## config.mk

```make
export PLATFORM = sky130hd
export DESIGN_NAME = mips_cpu_muldiv
export DESIGN_NICKNAME = d
export VERILOG_FILES = /design/src/rtl/mips_cpu_pkg.sv /design/src/rtl/mips_cpu_muldiv.sv
export SDC_FILE = /design/constraint.sdc
export NUM_CORES = 1
export LEC_CHECK = 0
export CAP_MARGIN = 25
export CORE_UTILIZATION = 30
export DETAILED_ROUTE_END_ITERATION = 8
export SLEW_MARGIN = 10
export SYNTH_ARGS = -nofsm -noshare
export SYNTH_HDL_FRONTEND = slang
export SYNTH_SLANG_ARGS = --single-unit
```

## constraint.sdc

```tcl
create_clock -name clk -period 5.19 [get_ports clk]
set_input_delay 1.038 -clock clk [delete_from_list [all_inputs] [get_ports clk]]
set_output_delay 1.038 -clock clk [all_outputs]
set_load 0.05 [all_outputs]
```

## src/rtl/mips_cpu_pkg.sv

```systemverilog
// Shared types for the multi-cycle multiply/divide unit that feeds the HI/LO register block.
package mips_cpu_pkg;

    localparam int MULDIV_ITER = 32;

    typedef enum logic [2:0] {
        OP_MULT  = 3'd0,
        OP_MULTU = 3'd1,
        OP_DIV   = 3'd2,
        OP_DIVU  = 3'd3,
        OP_MTHI  = 3'd4,
        OP_MTLO  = 3'd5
    } muldiv_op_t;

    typedef enum logic [1:0] {
        S_IDLE = 2'd0,
        S_RUN  = 2'd1,
        S_FIX  = 2'd2,
        S_WB   = 2'd3
    } muldiv_state_t;

    function automatic logic op_is_signed(input muldiv_op_t o);
        return (o == OP_MULT) || (o == OP_DIV);
    endfunction

    function automatic logic op_is_div(input muldiv_op_t o);
        return (o == OP_DIV) || (o == OP_DIVU);
    endfunction

endpackage

```

## src/rtl/mips_cpu_muldiv.sv

```systemverilog
// Iterative MULT/MULTU/DIV/DIVU plus MTHI/MTLO; drives the HI/LO write bus with one-cycle strobes.
// Signed operations run on magnitudes; signs are applied in a single FIX cycle after the last step.
module mips_cpu_muldiv
    import mips_cpu_pkg::*;
#(
    parameter int DATA_WIDTH = MULDIV_ITER
) (
    input  logic                  clk,
    input  logic                  reset_n,
    input  logic                  start,
    input  muldiv_op_t            op,
    input  logic [DATA_WIDTH-1:0] rs_val,
    input  logic [DATA_WIDTH-1:0] rt_val,
    input  logic                  cancel,
    output logic                  busy,
    output logic [DATA_WIDTH-1:0] data_hi,
    output logic [DATA_WIDTH-1:0] data_lo,
    output logic                  hi_en,
    output logic                  lo_en
);

    localparam int CW = $clog2(DATA_WIDTH);
    localparam logic [CW-1:0]         LAST_CNT = CW'(DATA_WIDTH - 1);
    localparam logic [CW-1:0]         CNT_ZERO = {CW{1'b0}};
    localparam logic [DATA_WIDTH-1:0] ZERO_W   = {DATA_WIDTH{1'b0}};
    localparam logic [DATA_WIDTH-1:0] ONES_W   = {DATA_WIDTH{1'b1}};

    muldiv_state_t         state_r;
    muldiv_op_t            op_r;
    logic [CW-1:0]         count_r;
    logic                  sign_a_r;
    logic                  sign_b_r;
    logic [DATA_WIDTH-1:0] mcand_r;
    logic [DATA_WIDTH-1:0] acc_hi_r;
    logic [DATA_WIDTH-1:0] acc_lo_r;
    logic [DATA_WIDTH-1:0] rs_latched_r;
    logic                  busy_r;
    logic                  hi_en_r;
    logic                  lo_en_r;
    logic [DATA_WIDTH-1:0] data_hi_r;
    logic [DATA_WIDTH-1:0] data_lo_r;

    logic                    a_neg_s;
    logic                    b_neg_s;
    logic [DATA_WIDTH-1:0]   a_mag_s;
    logic [DATA_WIDTH-1:0]   b_mag_s;
    logic [DATA_WIDTH:0]     mul_sum_s;
    logic [DATA_WIDTH:0]     div_shift_s;
    logic [DATA_WIDTH:0]     div_diff_s;
    logic [DATA_WIDTH-1:0]   next_hi_s;
    logic [DATA_WIDTH-1:0]   next_lo_s;
    logic                    neg_s;
    logic [2*DATA_WIDTH-1:0] prod_s;
    logic [2*DATA_WIDTH-1:0] prod_fix_s;
    logic [DATA_WIDTH-1:0]   fix_hi_s;
    logic [DATA_WIDTH-1:0]   fix_lo_s;

    // Operand magnitudes and sign flags captured at launch; unsigned magnitudes make 0x80000000 safe.
    always_comb begin
        a_neg_s = op_is_signed(op) & rs_val[DATA_WIDTH-1];
        b_neg_s = op_is_signed(op) & rt_val[DATA_WIDTH-1];
        if (a_neg_s) begin
            a_mag_s = -rs_val;
        end else begin
            a_mag_s = rs_val;
        end
        if (b_neg_s) begin
            b_mag_s = -rt_val;
        end else begin
            b_mag_s = rt_val;
        end
    end

    // One iteration: shift-add multiply on {hi,lo}, or restoring divide with rem in hi and quotient in lo.
    always_comb begin
        mul_sum_s   = {1'b0, acc_hi_r} + {1'b0, (acc_lo_r[0] ? mcand_r : ZERO_W)};
        div_shift_s = {acc_hi_r, acc_lo_r[DATA_WIDTH-1]};
        div_diff_s  = div_shift_s - {1'b0, mcand_r};
        if (op_is_div(op_r)) begin
            if (div_diff_s[DATA_WIDTH]) begin
                next_hi_s = div_shift_s[DATA_WIDTH-1:0];
            end else begin
                next_hi_s = div_diff_s[DATA_WIDTH-1:0];
            end
            next_lo_s = {acc_lo_r[DATA_WIDTH-2:0], ~div_diff_s[DATA_WIDTH]};
        end else begin
            {next_hi_s, next_lo_s} = {mul_sum_s, acc_lo_r[DATA_WIDTH-1:1]};
        end
    end

    // Sign correction and the divide-by-zero override applied in FIX.
    always_comb begin
        neg_s  = sign_a_r ^ sign_b_r;
        prod_s = {acc_hi_r, acc_lo_r};
        if (neg_s) begin
            prod_fix_s = -prod_s;
        end else begin
            prod_fix_s = prod_s;
        end
        if (!op_is_div(op_r)) begin
            fix_hi_s = prod_fix_s[2*DATA_WIDTH-1:DATA_WIDTH];
            fix_lo_s = prod_fix_s[DATA_WIDTH-1:0];
        end else if (mcand_r == ZERO_W) begin
            fix_hi_s = rs_latched_r;
            fix_lo_s = ONES_W;
        end else begin
            fix_lo_s = neg_s ? -acc_lo_r : acc_lo_r;
            fix_hi_s = sign_a_r ? -acc_hi_r : acc_hi_r;
        end
    end

    // Control FSM with registered busy, strobes and HI/LO data.
    always_ff @(posedge clk or negedge reset_n) begin
        if (!reset_n) begin
            state_r      <= S_IDLE;
            op_r         <= OP_MULT;
            count_r      <= CNT_ZERO;
            sign_a_r     <= 1'b0;
            sign_b_r     <= 1'b0;
            mcand_r      <= ZERO_W;
            acc_hi_r     <= ZERO_W;
            acc_lo_r     <= ZERO_W;
            rs_latched_r <= ZERO_W;
            busy_r       <= 1'b0;
            hi_en_r      <= 1'b0;
            lo_en_r      <= 1'b0;
            data_hi_r    <= ZERO_W;
            data_lo_r    <= ZERO_W;
        end else begin
            case (state_r)
                S_IDLE: begin
                    hi_en_r <= 1'b0;
                    lo_en_r <= 1'b0;
                    if (start && !cancel) begin
                        case (op)
                            OP_MULT, OP_MULTU, OP_DIV, OP_DIVU: begin
                                op_r         <= op;
                                sign_a_r     <= a_neg_s;
                                sign_b_r     <= b_neg_s;
                                rs_latched_r <= rs_val;
                                acc_hi_r     <= ZERO_W;
                                count_r      <= CNT_ZERO;
                                busy_r       <= 1'b1;
                                state_r      <= S_RUN;
                                if (op_is_div(op)) begin
                                    mcand_r  <= b_mag_s;
                                    acc_lo_r <= a_mag_s;
                                end else begin
                                    mcand_r  <= a_mag_s;
                                    acc_lo_r <= b_mag_s;
                                end
                            end
                            OP_MTHI: begin
                                data_hi_r <= rs_val;
                                hi_en_r   <= 1'b1;
                                busy_r    <= 1'b1;
                                state_r   <= S_WB;
                            end
                            OP_MTLO: begin
                                data_lo_r <= rs_val;
                                lo_en_r   <= 1'b1;
                                busy_r    <= 1'b1;
                                state_r   <= S_WB;
                            end
                            default: begin
                                state_r <= S_IDLE;
                            end
                        endcase
                    end else begin
                        state_r <= S_IDLE;
                    end
                end
                S_RUN: begin
                    if (cancel) begin
                        busy_r  <= 1'b0;
                        state_r <= S_IDLE;
                    end else begin
                        acc_hi_r <= next_hi_s;
                        acc_lo_r <= next_lo_s;
                        count_r  <= count_r + 1'b1;
                        if (count_r == LAST_CNT) begin
                            state_r <= S_FIX;
                        end else begin
                            state_r <= S_RUN;
                        end
                    end
                end
                S_FIX: begin
                    if (cancel) begin
                        busy_r  <= 1'b0;
                        state_r <= S_IDLE;
                    end else begin
                        data_hi_r <= fix_hi_s;
                        data_lo_r <= fix_lo_s;
                        hi_en_r   <= 1'b1;
                        lo_en_r   <= 1'b1;
                        state_r   <= S_WB;
                    end
                end
                S_WB: begin
                    hi_en_r <= 1'b0;
                    lo_en_r <= 1'b0;
                    busy_r  <= 1'b0;
                    state_r <= S_IDLE;
                end
                default: begin
                    hi_en_r <= 1'b0;
                    lo_en_r <= 1'b0;
                    busy_r  <= 1'b0;
                    state_r <= S_IDLE;
                end
            endcase
        end
    end

    assign busy    = busy_r;
    assign hi_en   = hi_en_r;
    assign lo_en   = lo_en_r;
    assign data_hi = data_hi_r;
    assign data_lo = data_lo_r;

endmodule

```

## Word level (Yosys, flattened, before mapping)

Cells that the tools add are included.

- Add/subtract/negate cells: 8
- Equal/unequal tests: 19
- Muxes and demuxes: 52
- Bitwise logic cells: 4
- Reductions and logical operators: 21

Operator list:

| cell | count |
|---|---|
| 32-bit two-way mux | 26 |
| 32-bit case mux with 2 select lines | 4 |
| 32-bit negator | 4 |
| 64-bit two-way mux | 1 |
| 64-bit negator | 1 |
| 32-bit by 32-bit adder with 33-bit output | 1 |
| 33-bit by 32-bit subtractor with 33-bit output | 1 |
| 32-bit zero test | 1 |
| 5-bit two-way mux | 3 |
| 3-bit by 2-bit == test with 1-bit output, second input constant | 4 |
| 4-bit AND reduction | 3 |
| 5-bit case mux with 2 select lines | 1 |
| 1-bit case mux with 3 select lines | 3 |
| 1-bit two-way mux | 8 |
| 2-bit two-way mux | 4 |
| 2-bit by 1-bit inequality test with 1-bit output, second input constant | 4 |
| 2-bit inequality test, second input constant | 4 |
| 2-bit case mux with 4 select lines | 1 |
| 3-bit == test, second input constant | 2 |
| 3-bit AND reduction | 2 |
| 6-bit OR reduction | 1 |
| 5-bit by 1-bit adder with 5-bit output, second input constant | 1 |
| 5-bit == test, second input constant | 1 |
| 2-bit == test, second input constant | 2 |
| 16 further kinds | 21 |

- Register bits after elaboration: 207
- Input port bits: 71

## Longest topological paths before layout

Gate-level depths: netlist (run 1).

- Word-level depth: 8
- Depth in mapped cells: 15
- Depth with buffers taken out: 14

## Worst setup path after synthesis (run 1)

OpenSTA, ideal clock, no wires.

- Path kind: input-to-reg
- Start: input rt_val[5]
- End: register acc_lo_r[28]
- Data arrival time: 3498 ps
- Data required time: 5107 ps
- Setup slack: 1610 ps
- Stages: 10
- Buffers on the path: 0
- Path through: nor4_1 > nand2_1 > or3_1 > or3_1 > nor4_1 > a21oi_1 > xnor2_1 > a211oi_1 > a21oi_1 > o21ai_0

- Word-level cells in the longest chain between the ends: 6

RTL lines:

| element | RTL line | source |
|---|---|---|
| start, declared | mips_cpu_muldiv.sv:13 | `input logic [DATA_WIDTH-1:0] rt_val,` |
| 32-bit negator | mips_cpu_muldiv.sv:68 | `b_mag_s = -rt_val;` |
| 32-bit two-way mux | mips_cpu_muldiv.sv:67 | `if (b_neg_s) begin` |
| 32-bit two-way mux | mips_cpu_muldiv.sv:145 | `if (op_is_div(op)) begin` |
| 32-bit two-way mux | mips_cpu_muldiv.sv:135 | `case (op)` |
| 32-bit two-way mux | mips_cpu_muldiv.sv:134 | `if (start && !cancel) begin` |
| 32-bit case mux with 2 select lines | mips_cpu_muldiv.sv:130 | `case (state_r)` |
| end signal, assigned | mips_cpu_muldiv.sv:147 | `acc_lo_r <= a_mag_s;` |
| end signal, assigned | mips_cpu_muldiv.sv:150 | `acc_lo_r <= b_mag_s;` |
| end signal, assigned | mips_cpu_muldiv.sv:179 | `acc_lo_r <= next_lo_s;` |
| end, declared | mips_cpu_muldiv.sv:35 | `logic [DATA_WIDTH-1:0] acc_lo_r;` |

Every way passes these cells. The select of a mux whose other input is x is not followed.
A chain may end at the register's enable or synchronous reset.

## Worst setup path after layout (run 1)

- Start: register acc_hi_r[4]
- End: register acc_hi_r[2]

- Word-level cells in the longest chain between the ends: 5

RTL lines:

| element | RTL line | source |
|---|---|---|
| start, declared | mips_cpu_muldiv.sv:34 | `logic [DATA_WIDTH-1:0] acc_hi_r;` |
| start signal, assigned | mips_cpu_muldiv.sv:178 | `acc_hi_r <= next_hi_s;` |
| 33-bit by 32-bit subtractor with 33-bit output | mips_cpu_muldiv.sv:78 | `div_diff_s = div_shift_s - {1'b0, mcand_r};` |
| 32-bit two-way mux | mips_cpu_muldiv.sv:80 | `if (div_diff_s[DATA_WIDTH]) begin` |
| 32-bit two-way mux | mips_cpu_muldiv.sv:79 | `if (op_is_div(op_r)) begin` |
| 32-bit two-way mux | mips_cpu_muldiv.sv:174 | `if (cancel) begin` |
| 32-bit case mux with 2 select lines | mips_cpu_muldiv.sv:130 |  |

Every way passes these cells. The select of a mux whose other input is x is not followed.

==> results of run 1 <==
power by group:
| group | internal, W | switching [W] | leakage, nW |
|---|---|---|---|
| clock | 0.00107 | 0.000730 | 0.393 |
| combinational | 0.00124 | 0.00226 | 5.81 |
| sequential | 0.00196 | 0.000397 | 2.62 |
kinds of logic after synthesis:
family          count (synthesis)
flops                         206
simple gates                  771
xor+xnor                      170
mux                            52
compound gates                792
buf+inv                       226
fa+ha+maj                      76
worst max-delay path, cell delays in order (launching register included):
cell and delay, ps:
dfrtp_1 590, ha_1 360, a2111o_1 420, o22a_1 290
a41oi_1 470, o21ai_1 250, a2111o_1 470, nand3_2 280
buf_4 510, o21ai_0 160, a221o_1 340
layout by cell type, fill, tap and decap left out, drive strengths merged, types with 14 or more instances in the layout:
| master | n |
|---|---|
| mux2 | 31 |
| xor2 | 83 |
| a211oi | 57 |
| clkbuf | 35 |
| nor2 | 231 |
| dfrtp | 206 |
| and2 | 17 |
| clkdlybuf4s50 | 136 |
| nor3 | 35 |
| o22ai | 35 |
| or3 | 28 |
| a22oi | 21 |
| a21o | 48 |
| o21ai | 247 |
| nor2b | 18 |
| a31oi | 20 |
| nand4 | 14 |
| inv | 66 |
| buf | 51 |
| nor4 | 30 |
| ha | 74 |
| nand2 | 300 |
| nand2b | 30 |
| xnor2 | 87 |
| o31ai | 15 |
| nand3 | 24 |
| mux2i | 21 |
| a21oi | 241 |
worst max-delay path by stage:
stage / from / endpoint / slack [ps] / cells after the start
2_1_floorplan: rt_val[5] / acc_lo_r[28] / 1610 / 10
3_3_place_gp: rt_val[2] / acc_lo_r[28] / 580 / 11
3_5_place_dp: rt_val[2] / acc_lo_r[28] / 560 / 11
4_1_cts: acc_hi_r[4] / acc_hi_r[2] / 950 / 10
5_1_grt: acc_hi_r[4] / acc_hi_r[26] / 660 / 11
6_report: acc_hi_r[4] / acc_hi_r[2] / 910 / 10
metrics by stage:
stage | utilization, % | total power, W | setup slack, ps | cells
global route | 35.76 | 0.008066 | 656.9 | 3117
CTS | 35.69 | 0.007641 | 947.7 | 3115
finish | 35.77 | 0.007652 | 913.4 | 3120
detailed placement | 34.27 | 0.005823 | 559.2 | 3073
floorplan | - | 0.004625 | 1610 | 2293
global placement | 34.27 | 0.005782 | 576.8 | 3073
sequential cells by signal (all words and copies together), names as in the netlist, 2 cells and up:
register / count
data_lo: 32
data_hi: 32
state_r: 2
acc_lo_r: 32
op_r: 2
count_r: 5
acc_hi_r: 32
mcand_r: 32
rs_latched_r: 32
layout make-up:
class | instances | area [sq um] | share of cell area, %
tap | 756 | 945.9 | 4.663
sequential | 206 | 5155 | 25.41
inverter | 65 | 244.0 | 1.203
antenna | 3 | 7.507 | 0.03701
timing repair buffer | 187 | 1784 | 8.795
clock inverter | 7 | 116.4 | 0.5736
clock buffer | 35 | 693.2 | 3.417
multi-input combinational | 1861 | 11340 | 55.90
layer usage:
metal,global-route usage (%),up-vias,part of all wire (%)
li1,-,8290,-
met1,33.29,8448,46
met2,33.05,749,42
met3,4.298,116,8.6
met4,7.576,2,3.6
met5,0,-,0.016
==> out/results.txt, run 1 <==
Largest net degree at the start of global routing -> 105
Critical Path Start Type -> flop
Worst R2R Path Depth -> 10
Placer Congestion -> 0.9870
Worst-case clock buffer depth -> 3
Total CTS buffers -> 25
Die X-Extent -> 242.3 um
Vias per std cell -> 5.643
Flop2flop setup slack -> 910 ps
Clk Latency, worst-skew pair -> 560 ps
Slew @ Worst Pin -> 925.1 ps
Critical Path AT -> 4710 ps
Post-Synthesis Cells -> 2,293
Post-synthesis sequential area ratio -> 29.77%
Final Hold Fails -> 0
Fin. max-slew vios -> 0
DRT Pass-1 Iters -> 6
Initial DRC Count -> 1,893
Status -> finished clean
TritonCTS clock tree -> yes
Reg2reg end -> acc_hi_r[2]
Post-Layout Inst Area -> 20,290 sq um
Lkg Pwr -> 8.826 nW
Rows -> 87
Post-DP HPWL -> 52,880 um
Max VDD drop -> 0.0002516 V
Synth Cell Area -> 17,320 sq um
Ys Warns -> 0
Htree depth -> 1
Initial antenna violation count -> 4
Final worst-path cycle share -> 82.40%
Die height -> 242.3 um
Vias after detailed routing -> 17,605
Setup violators final -> 0
WHS Endpoint -> data_hi[0]
HP Class -> flop to flop
Core area -> 56,710 sq um
Top-count cell post-synth -> nand2_1
Clk sink count -> 206
Synth top cells by count -> nand2_1 (300), a21oi_1 (241), o21ai_0 (240)
CTS root buffer -> clkbuf_16
Register bit count reported by yosys -> 206
Ys flop type -> dfrtp_1
Asr flop ratio synth -> 100.0%
Area growth from synthesis to layout -> 17.15%
I/O Buffers -> 137
CTS resizes -> 0
FF-to-FF Start -> acc_hi_r[4]
Netlist cell types -> 75
Area after DPL -> 19,430 sq um
Starting Density -> 30.53%
Drt wl/cell -> 22.04 um
Yosys top cell by area -> dfrtp_1
Drc violations -> 0
Post-Synth XOR/XNOR Area -> 8.598%
GR Overflow Total -> 0
Pwr dens -> 377.2 nW/um^2
Synth Area in Adders -> 5.578%
GRT Overall Usage -> 22.72%
Skew final -> 22.79 ps
# fillers -> 5,916
Setup TNS -> 0 ps
Crit Path Class -> flop to flop
Area share of the largest cell type after synthesis -> 29.77%
Mux cell area share after synthesis -> 3.230%
First-pass GRT wire length -> 103,700 um
Max-cap violations -> 0
Critical Path RT -> 5620 ps
Crit path max fanout -> 41
Nets -> 2,493
Post-CTS Setup Inserts -> 0
Hold_sp -> data_hi[0]
Die ar. -> 58,690 sq um
Antenna Violating Nets Remaining -> 0
Synth Area in Simple Gates -> 20.14%
Max_slew headroom -> 38.33%
Boundary Pins -> 138
FMAX -> 0.2338 GHz
Largest family of logic cells by synthesized area -> compound AO/OA/AOI/OAI gates
Synth area leaders -> dfrtp_1 (30%), a21oi_1 (7.0%), o21ai_0 (6.9%)
Fraction of final layout cells sized beyond drive strength 1 -> 6.353%
Worst Hold Depth -> 2
CTS clk-pin slew, worst paths -> 60 ps
Compound-gate portion of the synthesized area -> 27.60%
Synthesized Nets -> 2,440
Vias in the first global route -> 16,281
Mapped Avg Cell Area -> 7.552 sq um
Routed WL -> 68,780 um
Hold Slack -> 479.4 ps
Post-synth EDFFs -> 0
Setup repair after global routing missed its margin -> no
Crit end category -> flop
Hold_buf cts -> 0
Minimum clock period -> 4277 ps
No activity file was read; power rests on OpenSTA's default activity.
==> inputs of run 2 (changes only) <==
clock period = 3.57 ns   (was 5.19 ns; I/O delays follow)
==> run 2 against run 1 <==
Cell area grew 9.7%. Power up 54%. Die area unchanged. Routed wire length increased by 4.0%. Utilization grew 3.5 points. Critical path depth rose by 1. Global-route usage increased by 0.95 points. Critical path type unchanged.
==> out/results.txt, run 2 (synthesis gave the netlist of run 1 again) <==
Critical Path AT -> 3950 ps (-760 ps)
Skew final -> 20.64 ps (-2.150 ps)
Setup repair after global routing missed its margin -> yes
Ant. Diodes -> 0 (-3)
First-pass GRT wire length -> 108,600 um (+4.7%)
Slowest CP cell -> or4b_4
Drt wl/cell -> 21.44 um (-2.7%)
Lkg Pwr -> 10.01 nW (+13%)
Die ar. -> 58,690 sq um (unchanged)
Boundary Pins -> 138 (unchanged)
Nets -> 2,709 (+8.7%)
Post-Place Cells -> 3,287 (+7.0%)
Core area -> 56,710 sq um (unchanged)
Power, Total -> 0.01176 W (+54%)
Post-Layout Inst Area -> 22,250 sq um (+9.7%)
Largest net degree at the start of global routing -> 72 (-31%)
Most common cell after layout, fill and taps aside -> nand2_1
Total CTS buffers -> 26 (+4.0%)
Max-cap violations -> 0 (unchanged)
Post-DP HPWL -> 56,160 um (+6.2%)
CTS clk-pin slew, worst paths -> 60 ps (about the same)
Critical Path Start Type -> flop
Crit-path cells -> inv_1, ha_2, or3b_4, or4b_4, or3_4, or2_4, o21a_1, a221oi_2, o221ai_1, a21boi_1, o21ai_1
Critical Path RT -> 4060 ps (-1560 ps)
Max_slew headroom -> 40.99% (+2.7 points)
Minimum clock period -> 3456 ps (-820.5 ps)
Die X-Extent -> 242.3 um (unchanged)
Pwr dens -> 528.9 nW/um^2 (+40%)
Area after DPL -> 21,120 sq um (+8.7%)
Crit end category -> flop
Fraction of final layout cells sized beyond drive strength 1 -> 15.66% (+9.3 points)
Placer Congestion -> 0.9728 (-1.4%)
FF-to-FF Start -> acc_hi_r[1]
Status -> finished clean
Crit path max fanout -> 7 (-83%)
Initial DRC Count -> 1,755 (-7.3%)
Max VDD drop -> 0.0003722 V (+48%)
DRT Pass-1 Iters -> 5 (-1)
Clk Latency, worst-skew pair -> 570 ps (about the same)
GRT Overall Usage -> 23.67% (+0.95 points)
Core Util, Final -> 39.22% (+3.5 points)
FMAX -> 0.2893 GHz (+24%)
Antenna Violating Nets Remaining -> 0 (unchanged)
Vias per std cell -> 5.557 (-1.5%)
Rows -> 87 (unchanged)
Worst-case clock buffer depth -> 3 (unchanged)
Fin. max-slew vios -> 0 (unchanged)
Final worst-path cycle share -> 96.81% (+14 points)
Area growth from synthesis to layout -> 28.46%
Vias in the first global route -> 17,374 (+6.7%)
Critical Path Start -> acc_hi_r[1]
Die height -> 242.3 um (unchanged)
Setup violators final -> 0 (unchanged)
Commonest cells after routing, fill and taps aside -> nand2_1 (299), buf_4 (256), a21oi_1 (237), o21ai_0 (237), nor2_1 (229)
Routed WL -> 71,530 um (+4.0%)
Slew @ Worst Pin -> 881.9 ps (-43.26 ps)
HP Class -> primary input to asynchronous set/reset pin
I/O Buffers -> 137 (unchanged)
GR Overflow Total -> 0 (unchanged)
Starting Density -> 30.53% (unchanged)
Fin cells -> 3,336 (+6.9%)
Clk sink count -> 206 (unchanged)
Vias after detailed routing -> 18,538 (+5.3%)
Crit Path Class -> flop to flop
Initial antenna violation count -> 1 (-3)
Setup TNS -> 0 ps (unchanged)
TritonCTS clock tree -> yes
Drc violations -> 0 (unchanged)
Final Hold Fails -> 0 (unchanged)
CP peak stage delay -> 610 ps (+20 ps)
Htree depth -> 1 (unchanged)
CTS root buffer -> clkbuf_16
-- run 2: changes by cell type in the layout (fill, tap and decap cells not counted), moves of 3 or more --
| cell | delta |
|---|---|
| buf_4 | +209 |
| buf_12 | +6 |
| a21oi_1 | -4 |
| a21oi_2 | +3 |
| a221oi_1 | -3 |
| a221oi_2 | +3 |
| clkbuf_1 | -3 |
| diode_2 | -3 |
| o21ai_0 | -3 |
| o21ai_1 | +3 |
-- run 2: where the power goes --
| group | switching [W] | internal [W] | total [W] |
|---|---|---|---|
| registers | 0.000517 | 0.00284 | 0.00336 |
| logic | 0.00344 | 0.00214 | 0.00558 |
| clock network | 0.00113 | 0.00170 | 0.00282 |
| total | 0.00509 | 0.00668 | 0.0118 |
-- run 2: final cells by class --
class	instances	area, sq um
clock inverters	10	135.1
inverters	65	244.0
well taps	756	945.9
fillers	5737	34470
clock buffers	36	759.5
repair buffers	402	3470
multi-input cells	1861	11530
flip-flops and latches	206	5156
-- run 2: metrics by stage --
step           setup slack, ps  hold slack (ps)
2_1_floorplan            157.6            418.4
3_3_place_gp            -238.3            462.4
3_5_place_dp            -278.6            467.2
4_1_cts                 0.6644            131.3
5_1_grt                 -20.54            134.4
6_report                 113.9            87.00
-- run 2: final timing paths --
path,endpoint,slack (ps),cells after the start
hold / removal,rs_latched_r[26],90,1
setup reg to reg,data_hi[26],110,11
setup / recovery,data_hi[26],110,11
max in group asynchronous,acc_lo_r[18],2580,2
hold reg to reg,count_r[4],470,2
min in group clk,count_r[4],470,2
-- run 2: worst max-delay path: cells and delay by family, from the launching register on --
| kind | cells | cell delay [ps] |
|---|---|---|
| buffers and inverters | 1 | 100 |
| and+or+nand+nor | 4 | 1680 |
| AOI/OAI and AO/OA | 5 | 960 |
| adders and majority gates | 1 | 190 |
| DFF | 1 | 450 |
-- run 2: metal layers --
metal | part of all wire, % | GRT usage, % | routed length [um]
met3 | 7.0 | 2.470 | 5015
met4 | 4.0 | 8.619 | 2839
met2 | 44 | 36.74 | 31410
met1 | 45 | 33.77 | 32260
met5 | 0.013 | 0 | 9
-- run 2: what timing repair did --
action | in CTS | in global routing
setup buffers | 0 | 3
hold buffers | 0 | 0
pin swaps | 0 | 13
gates cloned | 0 | 0
gates resized for setup | 5 | 37
endpoints found under the setup margin | 8 | 39
==> inputs of run 3 (changes only) <==
PLACE_DENSITY = 0.47   (was not set)
==> run 3 against run 2 <==
Sequential share of layout area grew 0.076 points. Count of clock-buffer cells in the layout shrank 5. Sequential power hardly changed. Utilization down 0.13 points. Combinational power rose by 2%. Sequential cell count did not move.
==> out/results.txt, run 3 (synthesis gave the netlist of run 1 again) <==
Critical Path RT -> 4060 ps (about the same)
Largest net degree at the start of global routing -> 72 (unchanged)
Vias after detailed routing -> 18,288 (-1.3%)
Total CTS buffers -> 27 (+3.8%)
DP Worst Slack -> -250.3 ps (+28.31 ps)
Crit end category -> flop
Final worst-path cycle share -> 97.06% (+0.25 points)
Htree depth -> 1 (unchanged)
Max VDD drop -> 0.0003437 V (-7.7%)
Area after DPL -> 21,230 sq um (+0.52%)
Rows -> 87 (unchanged)
Die height -> 242.3 um (unchanged)
GR Overflow Total -> 0 (unchanged)
Post-Layout Inst Area -> 22,170 sq um (-0.33%)
First-pass GRT wire length -> 111,600 um (+2.7%)
Seq. cell area -> 5156 sq um (unchanged)
CTS clk-pin slew, worst paths -> 60 ps (about the same)
Initial antenna violation count -> 1 (unchanged)
Fin. max-slew vios -> 0 (unchanged)
FF-to-FF Start -> acc_hi_r[1]
Final Hold Fails -> 0 (unchanged)
Placer Congestion -> 0.9345 (-3.9%)
Core area -> 56,710 sq um (unchanged)
Lkg Pwr -> 10.01 nW (about the same)
Starting Density -> 30.53% (unchanged)
Worst R2R Path Depth -> 11 (unchanged)
Pwr dens -> 528.3 nW/um^2 (-0.11%)
DRT Pass-1 Iters -> 5 (unchanged)
TritonCTS clock tree -> yes
Routed WL -> 74,590 um (+4.3%)
Minimum clock period -> 3465 ps (+8.798 ps)
Drt wl/cell -> 22.24 um (+3.8%)
Area growth from synthesis to layout -> 28.04%
Die ar. -> 58,690 sq um (unchanged)
Boundary Pins -> 138 (unchanged)
Nets -> 2,724 (+0.55%)
FMAX -> 0.2886 GHz (-0.25%)
Crit path max fanout -> 6 (-1)
Flop2flop setup slack -> 110 ps (about the same)
Status -> finished clean
Critical Path Start Type -> flop
Most common cell after layout, fill and taps aside -> nand2_1
Vias per std cell -> 5.454 (-1.8%)
Post-Place Cells -> 3,300 (+0.40%)
Hold_buf cts -> 0 (unchanged)
Multi-input logic area -> 11,390 sq um (-1.3%)
Skew final -> 10.86 ps (-9.779 ps)
Worst-case clock buffer depth -> 3 (unchanged)
Vias in the first global route -> 17,213 (-0.93%)
Antenna Violating Nets Remaining -> 0 (unchanged)
Clk Latency, worst-skew pair -> 570 ps (about the same)
Die X-Extent -> 242.3 um (unchanged)
Post-DP HPWL -> 58,450 um (+4.1%)
Clk sink count -> 206 (unchanged)
Slew @ Worst Pin -> 946.1 ps (+64.22 ps)
Ant. Diodes -> 0 (unchanged)
Fraction of final layout cells sized beyond drive strength 1 -> 15.48% (-0.18 points)
Crit Path Class -> flop to flop
HP Class -> primary input to asynchronous set/reset pin
Setup violators final -> 0 (unchanged)
Max-cap violations -> 0 (unchanged)
Reg2reg end -> data_hi[26]
Setup TNS -> 0 ps (unchanged)
Commonest cells after routing, fill and taps aside -> nand2_1 (300), buf_4 (269), a21oi_1 (239)
Fin cells -> 3,353 (+0.51%)
Drc violations -> 0 (unchanged)
Max_slew headroom -> 36.70% (-4.3 points)
I/O Buffers -> 137 (unchanged)
Critical Path AT -> 3950 ps (about the same)
Final worst slack -> 105.1 ps (-8.798 ps)
GRT Overall Usage -> 24.79% (+1.1 points)
Initial DRC Count -> 1,576 (-10%)
# fillers -> 5,873 (+2.4%)
Core Util, Final -> 39.10% (-0.13 points)
CTS root buffer -> clkbuf_16
## run 3: cell types whose count changed in the layout (fill, tap and decap cells not counted), moves of 3 or more
cell	change
buf_4	+13
clkinv_2	+5
clkbuf_8	-3
clkinv_4	+3
clkinvlp_4	+3
## run 3: worst max path at each step
stage	start	endpoint	slack, ps	cells past startpoint
5_1_grt	acc_hi_r[1]	data_hi[26]	-5	11
3_3_place_gp	rt_val[5]	acc_lo_r[30]	-300	13
2_1_floorplan	acc_lo_r[0]	acc_hi_r[28]	160	14
4_1_cts	mcand_r[1]	acc_hi_r[28]	20	14
3_5_place_dp	rt_val[5]	acc_lo_r[30]	-250	13
6_report	acc_hi_r[1]	data_hi[26]	110	11
## run 3: per-stage QoR
step	total power (W)	hold slack (ps)
2_1_floorplan	0.006724	418.4
3_3_place_gp	0.008949	455.7
3_5_place_dp	0.008972	470.2
4_1_cts	0.01170	140.8
5_1_grt	0.01238	165.6
6_report	0.01171	130.9
## run 3: timing repair
item / in CTS / in global routing
hold endpoints to repair: 0 / 0
gates resized for setup: 0 / 15
buffers inserted: 0 / 4
endpoints found under the setup margin: 0 / 26
## run 3: layer usage
| metal | vias up | wire length, um | track usage, % |
|---|---|---|---|
| li1 | 8764 | - | - |
| met5 | - | 11 | 0 |
| met2 | 628 | 32710 | 38.39 |
| met4 | 2 | 2197 | 6.850 |
| met1 | 8797 | 35390 | 36.30 |
| met3 | 97 | 4277 | 2.504 |
## run 3: cell type report
cell class | count | share of cell area, %
tap | 756 | 4.266
inverter | 65 | 1.100
timing repair buffer | 416 | 16.18
clock inverter | 18 | 0.6320
sequential | 206 | 23.25
multi-input combinational | 1861 | 51.36
clock buffer | 31 | 3.205
## run 3: report_power, final
group / switching (W) / leakage [nW] / internal, W / total [W]
clock network: 0.00119 / 0.416 / 0.00150 / 0.00269
logic: 0.00350 / 6.98 / 0.00219 / 0.00569
registers: 0.000491 / 2.62 / 0.00284 / 0.00333
## run 3: critical path, cell delays in order (launching register included)
cell,delay [ps]
dfrtp_2,440
inv_1,90
ha_2,190
or3b_4,410
or4b_4,590
or3_4,390
or2_4,280
o21a_1,190
a221oi_2,310
o221ai_1,140
a21boi_2,210
o21ai_1,130
==> edit (flow settings as in run 3) <==
Re-encode `muldiv_state_t` (4 states) as Gray code, 2 bits wide.
--- a/src/rtl/mips_cpu_pkg.sv
+++ b/src/rtl/mips_cpu_pkg.sv
@@ -14,8 +14,8 @@
 
     typedef enum logic [1:0] {
-        S_IDLE = 2'd0,
-        S_RUN  = 2'd1,
-        S_FIX  = 2'd2,
-        S_WB   = 2'd3
+        S_IDLE = 2'b00,
+        S_RUN  = 2'b01,
+        S_FIX  = 2'b11,
+        S_WB   = 2'b10
     } muldiv_state_t;
 
Behaviour: no difference found for any inputs over 4 cycles, from zero or initial values and one cycle with reset_n low; so few cycles prove little.
==> edit against run 3 <==
- worst setup slack got worse by 0.016 ns
- synthesized area about the same
- sequential power increased by 7.2%
- cell area decreased by 0.91%
- non-clock buffer count decreased by 31
- first-iteration DRC count increased by 9.6%
- die area about the same
- power increased by 33%
- wire length increased by 6.3%
- sequential cell count unchanged
- via count increased by 3.3%
==> edit: results (changes against run 3) <==
| Metric | Value |
|---|---|
| Status | finished, final reports clean |
| Drt wl/cell | 23.69 um (+6.5%) |
| Leak pwr | 9.551 nW (-4.6%) |
| DP HPWL | 61.88 mm (+5.9%) |
| Mean post-synth cell area | 7.426 um^2 (-1.7%) |
| GRT Util Overall | 26.10% (+1.3 points) |
| YS warnings | 0 (unchanged) |
| Vias | 18,891 (+3.3%) |
| Post-synthesis sequential area ratio | 29.76% (about the same) |
| WL met1 | 35.47 mm (+0.22%) |
| Data buffer area share | 15.38% (-0.80 points) |
| Distinct cell type count after synthesis | 76 (+1.3%) |
| Post-DP Area | 21,030 um^2 (-0.97%) |
| Peak VDD IR | 398.2 uV (+16%) |
| Ys async rst share | 100.0% (unchanged) |
| Crit-path max FO | 5 (-1) |
| Met3 Wirelength | 6.170 mm (+44%) |
| Met2 wire length | 34.86 mm (+6.6%) |
| Worst slack, placed | -0.2897 ns (-0.03943 ns) |
| Max Used Layer | met4 |
| Synth top cells by count | nand2_1, a21oi_1, o21ai_0, dfrtp_1, nor2_1 |
| Skew final | 0.03036 ns (+0.01950 ns) |
| Clock buffers | 36 (+16%) |
| Reg2reg setup slack | 0.09 ns (-0.02 ns) |
| GP Congestion | 0.9396 (+0.55%) |
| Post-CTS setup buffer count | 0 (unchanged) |
| Worst hold slack | 0.1360 ns (+0.005125 ns) |
| Area of the multi-input gates | 11,300 um^2 (-0.76%) |
| CTS buffer count | 26 (-3.7%) |
| Crit path arrival time | 3.94 ns (about the same) |
| CTS HTree Levels | 1 (unchanged) |
| Max-cap violations | 0 (unchanged) |
| Syn Nets | 2,476 (+1.5%) |
| Layout cells sized above 1 | 13.12% (-2.4 points) |
| Register area | 5155 um^2 (about the same) |
| Final core occ | 38.74% (-0.36 points) |
| Actual slew at the worst max-slew pin | 0.7834 ns (-0.1627 ns) |
| First-pass GRT wire length | 116.0 mm (+4.0%) |
| Iteration-0 DRC count of the detailed router | 1,728 (+9.6%) |
| Vias in the first global route | 17,871 (+3.8%) |
| Slowest-stage cell, CP | or4_4 |
| Final min period | 3.481 ns (+0.01567 ns) |
| Signal buffers | 385 (-7.5%) |
| Signal inverters | 79 (+22%) |
| Multi-input comb cells | 1,873 (+0.64%) |
| Final clock-cell share | 4.055% (+0.22 points) |
| Largest cells by area after synthesis | dfrtp_1, nand2_1, a21oi_1 |
| Fin cells | 3,347 (-0.18%) |
| Number of fill cells in the layout | 5,914 (+0.70%) |
| Largest net degree at the start of global routing | 100 (+39%) |
| Worst Hold Class | in -> async |
| Row count | 87 (unchanged) |
| Final net count | 2,714 (-0.37%) |
| CP max stage delay | 0.54 ns (-0.05 ns) |
[edit: cells by family (layout without fill, tap and decap cells)]
kind of cell | after synthesis | in the layout | share of synthesized area, %
buffers and inverters | 254 | 512 | 5.604
AOI/OAI and AO/OA | 775 | 775 | 27.10
xor gates and xnor gates | 193 | 193 | 9.757
and+or+nand+nor | 808 | 808 | 21.02
DFF | 206 | 206 | 29.76
muxes | 25 | 25 | 1.473
adders and majority gates | 72 | 72 | 5.287
[edit: power by group]
part           switching [W]  total, W  internal (W)
Clock                0.00116   0.00283       0.00166
Sequential          0.000611   0.00357       0.00296
Combinational        0.00571   0.00918       0.00347
[edit: routing by layer]
| metal | vias up | global-route usage [%] |
|---|---|---|
| met5 | - | 0 |
| met4 | 0 | 8.526 |
| met3 | 121 | 4.963 |
| met2 | 716 | 40.17 |
| met1 | 9247 | 36.48 |
| li1 | 8807 | - |
[edit: what timing repair did]
item	in CTS	in global routing
resized for setup	0	15
hold endpoints to repair	0	0
setup endpoints to repair	0	18
